$ cat config.mk
export PLATFORM = sky130hd
export DESIGN_NAME = sync_fifo
export DESIGN_NICKNAME = d
export VERILOG_FILES = /design/src/rtl/sync_fifo.sv
export SDC_FILE = /design/constraint.sdc
export NUM_CORES = 1
export LEC_CHECK = 0
export ABC_AREA = 1
export BUFFER_PORTS_ARGS = -buffer_cell sky130_fd_sc_hd__buf_2
export CORE_UTILIZATION = 25
export CTS_BUF_LIST = sky130_fd_sc_hd__clkbuf_4 sky130_fd_sc_hd__clkbuf_8
export CTS_CLUSTER_SIZE = 12
export DETAILED_ROUTE_END_ITERATION = 12
export SYNTH_ARGS = -nofsm -noshare
export SYNTH_HDL_FRONTEND = slang
export SYNTH_SLANG_ARGS = --single-unit
export TNS_END_PERCENT = 1
$ cat constraint.sdc
create_clock -name clk -period 6.47 [get_ports clk]
set_clock_uncertainty 0.05 [all_clocks]
set_input_delay 1.294 -clock clk [delete_from_list [all_inputs] [get_ports clk]]
set_output_delay 1.294 -clock clk [all_outputs]
set_load 0.01 [all_outputs]
$ cat src/rtl/sync_fifo.sv
// sync_fifo: single-clock FIFO with fill level, programmable almost-full/almost-empty
// flags, sticky overflow/underflow and synchronous flush. Define SYNC_FIFO_FWFT_EN for first-word fall-through.
module sync_fifo #(
    parameter int WIDTH         = 8,
    parameter int POINTER       = 4,
    parameter int AFULL_THRESH  = 12,
    parameter int AEMPTY_THRESH = 2
) (
    input  logic               clk,
    input  logic               arstn,
    input  logic               flush,
    input  logic               wr_en,
    input  logic [WIDTH-1:0]   wr_data,
    output logic               wr_full,
    output logic               wr_afull,
    input  logic               rd_en,
    output logic [WIDTH-1:0]   rd_data,
    output logic               rd_empty,
    output logic               rd_aempty,
    output logic [POINTER:0]   level,
    output logic               overflow,
    output logic               underflow
);

    localparam int               DEPTH    = 2 ** POINTER;
    localparam logic [POINTER:0] DEPTH_L  = (POINTER + 1)'(DEPTH);
    localparam logic [POINTER:0] AFULL_L  = (POINTER + 1)'(AFULL_THRESH);
    localparam logic [POINTER:0] AEMPTY_L = (POINTER + 1)'(AEMPTY_THRESH);
    localparam logic [POINTER:0] ONE_L    = (POINTER + 1)'(1);
    localparam logic [POINTER:0] ZERO_L   = {(POINTER + 1){1'b0}};

    logic [WIDTH-1:0] mem_r [DEPTH];
    logic [POINTER:0] wr_ptr_r;
    logic [POINTER:0] rd_ptr_r;
    logic [POINTER:0] level_r;
    logic [POINTER:0] level_nxt_s;
    logic             full_r;
    logic             afull_r;
    logic             empty_r;
    logic             aempty_r;
    logic             overflow_r;
    logic             underflow_r;
    logic             wr_acc_s;
    logic             rd_acc_s;
    logic [WIDTH-1:0] head_s;

    assign head_s = mem_r[rd_ptr_r[POINTER-1:0]];

    // Accept decode; flush suppresses both sides in its cycle.
    always_comb begin
        wr_acc_s = 1'b0;
        rd_acc_s = 1'b0;
        if (flush) begin
            wr_acc_s = 1'b0;
            rd_acc_s = 1'b0;
        end else begin
            wr_acc_s = wr_en & ~full_r;
            rd_acc_s = rd_en & ~empty_r;
        end
    end

    // Next occupancy; simultaneous accepts cancel out.
    always_comb begin
        level_nxt_s = level_r;
        if (flush) begin
            level_nxt_s = ZERO_L;
        end else begin
            case ({wr_acc_s, rd_acc_s})
                2'b10:   level_nxt_s = level_r + ONE_L;
                2'b01:   level_nxt_s = level_r - ONE_L;
                default: level_nxt_s = level_r;
            endcase
        end
    end

    // Read/write pointers, one wrap bit above the address.
    always_ff @(posedge clk or negedge arstn) begin
        if (!arstn) begin
            wr_ptr_r <= ZERO_L;
            rd_ptr_r <= ZERO_L;
        end else if (flush) begin
            wr_ptr_r <= ZERO_L;
            rd_ptr_r <= ZERO_L;
        end else begin
            if (wr_acc_s) begin
                wr_ptr_r <= wr_ptr_r + ONE_L;
            end
            if (rd_acc_s) begin
                rd_ptr_r <= rd_ptr_r + ONE_L;
            end
        end
    end

    // Level and status flags, registered from the next level so they track level_r exactly.
    always_ff @(posedge clk or negedge arstn) begin
        if (!arstn) begin
            level_r  <= ZERO_L;
            full_r   <= 1'b0;
            afull_r  <= 1'b0;
            empty_r  <= 1'b1;
            aempty_r <= 1'b1;
        end else begin
            level_r  <= level_nxt_s;
            full_r   <= (level_nxt_s == DEPTH_L);
            afull_r  <= (level_nxt_s >= AFULL_L);
            empty_r  <= (level_nxt_s == ZERO_L);
            aempty_r <= (level_nxt_s <= AEMPTY_L);
        end
    end

    // Sticky error flags, cleared only by reset or flush.
    always_ff @(posedge clk or negedge arstn) begin
        if (!arstn) begin
            overflow_r  <= 1'b0;
            underflow_r <= 1'b0;
        end else if (flush) begin
            overflow_r  <= 1'b0;
            underflow_r <= 1'b0;
        end else begin
            overflow_r  <= overflow_r  | (wr_en & full_r);
            underflow_r <= underflow_r | (rd_en & empty_r);
        end
    end

    // Storage array; contents deliberately survive reset and flush.
    always_ff @(posedge clk) begin
        if (wr_acc_s) begin
            mem_r[wr_ptr_r[POINTER-1:0]] <= wr_data;
        end
    end

`ifdef SYNC_FIFO_FWFT_EN
    assign rd_data = empty_r ? {WIDTH{1'b0}} : head_s;
`else
    logic [WIDTH-1:0] rd_data_r;

    // Registered read port: head word captured on the popping edge, held otherwise.
    always_ff @(posedge clk or negedge arstn) begin
        if (!arstn) begin
            rd_data_r <= {WIDTH{1'b0}};
        end else if (flush) begin
            rd_data_r <= {WIDTH{1'b0}};
        end else if (rd_acc_s) begin
            rd_data_r <= head_s;
        end else begin
            rd_data_r <= rd_data_r;
        end
    end

    assign rd_data = rd_data_r;
`endif

    assign wr_full   = full_r;
    assign wr_afull  = afull_r;
    assign rd_empty  = empty_r;
    assign rd_aempty = aempty_r;
    assign level     = level_r;
    assign overflow  = overflow_r;
    assign underflow = underflow_r;

endmodule

# After elaboration in Yosys (flattened, before gate mapping)
# Memories as Yosys holds them, arrays and structs flattened.
# Index checks and enable logic that the tools add are counted.
# Widths: inputs -> output; s select.
[totals] ram_bits=128 n_memories=1 out_inout_bits=19 register_bits=29 in_bits=13 word_cells=45
[memory_table] memory="mem_r" depth=16 word_bits=8 read_ports=1 rd_ports_with_merged_regs=0 wr=1 line_no="32" rtl="logic [WIDTH-1:0] mem_r [DEPTH];"
[op_classes] n_lt_le_gt_ge=2 addsub=4 bitwise_logic=8 eq_ne=3 reduce_logical=3 n_mux=14
[ops] operator="$mux 5" n=5
[ops] operator="$mux 8" n=2
[ops] operator="$add 5x1->5 const B" n=3
[ops] operator="$pmux 5 s2" n=1
[ops] operator="$mux 1" n=6
[ops] operator="$eq 5x5->1 const B" n=1
[ops] operator="$ge 5x4->1 const B" n=1
[ops] operator="$le 5x2->1 const B" n=1
[ops] operator="$logic_not 5->1" n=1
[ops] operator="$sub 5x1->5 const B" n=1
[ops] operator="$and 1x1->1" n=4
[ops] operator="$reduce_bool 2->1" n=2
[ops] operator="$eq 2x1->1 const B" n=1
[ops] operator="$eq 2x2->1 const B" n=1
[ops] operator="$not 1->1" n=2
[ops] operator="$or 1x1->1" n=2

# Longest topological paths before layout
[depth] word_depth=7 mapped_depth=19 depth_no_buf=19

# Worst setup path before layout
# No wires, ideal clock.
[synth_path] path_type="input port to flip-flop" from="input port rd_en" to="register empty_r (netlist: rd_empty)" setup_slack_ps=3256 arrival_time_ps=3097 n_path_buf=1 stages=19 cell_sequence="inv_1 -> nor2_1 -> inv_1 -> nor2_1 -> buf_2 -> ha_1 -> nand2_1 -> inv_1 -> nor2_1 -> ha_1 -> inv_1 -> nand2_1 -> nand3_1 -> nand2_1 -> nand2_1 -> nand3_1 -> nand2_1 -> inv_1 -> nor2_1"
[synth_between] elab_chain_len=6 elab_cells_between_ends=7
[synth_lines] element="from (decl)" line_no="16" rtl="input logic rd_en,"
[synth_lines] element="$and 1x1->1 *" line_no="58" rtl="rd_acc_s = rd_en & ~empty_r;"
[synth_lines] element="$mux 1 *" line_no="53" rtl="if (flush) begin"
[synth_lines] element="$eq 2x1->1 / $eq 2x2->1 (equally long branches)" line_no="68" rtl="case ({wr_acc_s, rd_acc_s})"
[synth_lines] element="$pmux 5 s2 *" line_no="68"
[synth_lines] element="$mux 5 *" line_no="65" rtl="if (flush) begin"
[synth_lines] element="named net level_nxt_s[4]" line_no="36" rtl="logic [POINTER:0] level_nxt_s;"
[synth_lines] element="$logic_not 5->1 *" line_no="106" rtl="empty_r <= (level_nxt_s == ZERO_L);"
[synth_lines] element="to (signal assigned)" line_no="106"
[synth_lines] element="to (decl)" line_no="39" rtl="logic empty_r;"
# Mark *: on every way through the listed nets, which the timed path passes. The rest lies on a longest branch.
# A chain may end at the register's enable or synchronous reset.

# Worst setup path after layout
# Ends and elaborated chain as after synthesis.

==> impl_metrics.toml <==
[global_route]
grt.total_usage = 0.1152
first_global_vias = 4104
antenna_found_initial = 0
grt_max_degree = 68
grt_pass1_wl_microns = 23160
grt-ovfl-total = 0

[cts]
post-cts-setup-buffers = 0
cts_root_buffer = "clkbuf_8"
clkTransAtPathRegs_ns = 0.08
cts_sinks = 155
numCtsBuffers = 17
cts_resized = 0
cts_tree = "done"
clock_latency_ns = 0.46
htree_num_levels = 4
cts_max_path_buffers = 2
cts_hold_buf = 0

[drt]
postRouteAntennaNets = 0
remaining_drc_errors = 0
wl_per_cell_microns = 15.29
viasPerCell = 4.474
routed_wl_microns = 14600
drtIter0Drc = 315
first_pass_iters = 5
vias = 4273

[timing]
worstMarginPinSlew_ns = 0.9158
period_minus_slack_ns = 3.424
slew_headroom = 0.3872
maxSlewViolCount = 0
fin_tns_setup_ns = 0
hold_ws_ns = 0.4358
max_freq_mhz = 292.0
setup_viol = 0
rsz0062_at_grt = "false"
final_hold_viol_count = 0
min_period_over_period = 0.5293

[place]
placed_cells = 923
post-dp-hpwl_microns = 9127
port_buffers = 31
gp_congestion = 0.7930

[synthesis]
synth-simple-area-share = 0.1613
synth_area_per_cell_sq_um = 11.29
ys_types = 28
syn_inst = 578
synth_fa_ha_area_frac = 0.01534
synthesis.nets = 599
muxShareOfSynthArea = 0
ys_seq_elements = 155
syn_area_sq_mm = 0.006524
yosysWarnings = 0
synth_compound_area_frac = 0.08765
seq_area_frac_synth = 0.6931
synth_xor_area_frac = 0.001343
synth_top_family_by_area = "simple AND/OR/NAND/NOR gates"

[status]
outcome = "finished clean"

[cells_and_area]
mostFrequentLayoutCell = "edfxtp_1"
stdcell_count = 955
final_cell_mix = "edfxtp_1, nor2_1, nand2_1"
syn2layout_area_growth_pct = 14.06
nets = 633
drive_gt1_frac = 0.1344
antenna_cells = 0
fillers = 2598

[power]
leakage_nw = 2.783
vdd_drop_max_uv = 134.5
p_sw_w = 0.0007097
p_clk_frac = 0.335
power.density_mw_per_mm2 = 316.9
comb_power_share = 0.178
seq_power_share = 0.487
power_w = 0.002358
switching_share = 0.3010
intPower_w = 0.001648

[worst_setup_path]
arrival_ns = 3.77
critical_path_class = "in -> reg"
cp_data_required_time_ns = 6.82
cp-end-kind = "flip-flop"
path_max_fanout = 12
start_kind = "primary input"

[hold_path]
hold_class = "reg -> reg"

[floorplan]
die_x_microns = 163.5
initial_utilization = 0.2568
num_io_pins = 32
core_area_sq_mm = 0.02540
num_rows = 58
dieArea_sq_mm = 0.02675
die_y_microns = 163.5

[job]
max-cap-violations = 0
flip-flops by register name (all words and copies together) (netlist names):
signal	count
mem_r	128
rd_data	8
level	5
rd_ptr_r	4
wr_ptr_r	4
overflow	1
rd_aempty	1
rd_empty	1
underflow	1
wr_afull	1
wr_full	1
critical path: stages:
cell and delay, ns:
buf_2 0.09, inv_1 0.03, nor2_1 0.21, inv_1 0.13
nor2_1 0.53, ha_1 0.39, nand2_1 0.08, inv_1 0.07
nor2_1 0.05, ha_1 0.17, inv_1 0.07, nand2_1 0.07
nand3_1 0.10, nand2_1 0.05, nand2_1 0.05, nand3_1 0.07
nand2_1 0.14, inv_1 0.07, nor2_1 0.10
final cells by class:
type	count	area [sq um]	area share
Clock buffer	17	234.0	0.03144
Clock inverter	15	200.2	0.02690
Inverter	28	107.6	0.01446
Multi-Input combinational cell	369	1733	0.2329
Sequential cell	155	4523	0.6079
Tap cell	330	412.9	0.05549
Timing Repair Buffer	41	230.2	0.03094
Yosys cell counts, drive strengths merged:
master,instances,area (sq um)
o21ai,65,325.3
or2,2,12.51
nand3,32,160.2
inv,28,107.6
nand4,1,6.260
clkbuf,7,27.52
a21oi,10,50.05
a22o,1,8.760
dfrtp,25,625.6
dfstp,2,52.55
edfxtp,128,3844
nor3,8,40.04
nor4,2,27.53
nand2,100,375.4
buf,19,133.9
ha,8,100.1
o211ai,24,180.2
nor2,114,430.4
xor2,1,8.760
a21boi,1,7.510
final timing paths:
kind / from / end / slack, ns / cells after the start
min: rd_data[4]$_DFFE_PN0P_ / rd_data[4]$_DFFE_PN0P_ / 0.44 / 2
max in group asynchronous: arstn / rd_ptr_r[0]$_DFFE_PN0P_ / 5.15 / 1
max reg2reg: rd_empty$_DFF_PN1_ / rd_empty$_DFF_PN1_ / 3.61 / 17
min in group asynchronous: arstn / underflow$_DFF_PN0_ / 0.79 / 1
min reg2reg: rd_data[4]$_DFFE_PN0P_ / rd_data[4]$_DFFE_PN0P_ / 0.44 / 2
max: rd_en / rd_empty$_DFF_PN1_ / 3.05 / 19
layer usage:
metal,up-vias,GRT usage,part of all wire
met4,0,0.04882,0.019
met3,20,0.02006,0.042
met5,-,0,0
met2,98,0.1847,0.49
met1,2083,0.1527,0.45
li1,2072,-,-
through the flow:
step / utilization / setup WS, ns / area [sq um]
after detailed placement: 0.2759 / 2.565 / 7007
after floorplan: - / 3.256 / 6524
after global placement: 0.2759 / 2.691 / 7007
after global routing: 0.2930 / 2.739 / 7441
after CTS: 0.2930 / 3.060 / 7441
final: 0.2930 / 3.046 / 7441
kinds of logic after synthesis:
logic type | after synthesis
buffers and inverters | 54
AND/OR/NAND/NOR | 259
adder cells (fa/ha/maj) | 8
XOR/XNOR | 1
AO/OA/AOI/OAI | 101
flip-flops | 155
power by group through the flow:
stage | clock (W) | sequential (W) | combinational (W)
2_1_floorplan | 0 | 0.00118 | 0.000292
3_3_place_gp | 0 | 0.00117 | 0.000425
3_5_place_dp | 0 | 0.00117 | 0.000429
4_1_cts | 0.000806 | 0.00115 | 0.000430
5_1_grt | 0.000839 | 0.00115 | 0.000481
6_report | 0.000789 | 0.00115 | 0.000420
No activity file was read; power rests on OpenSTA's default activity.
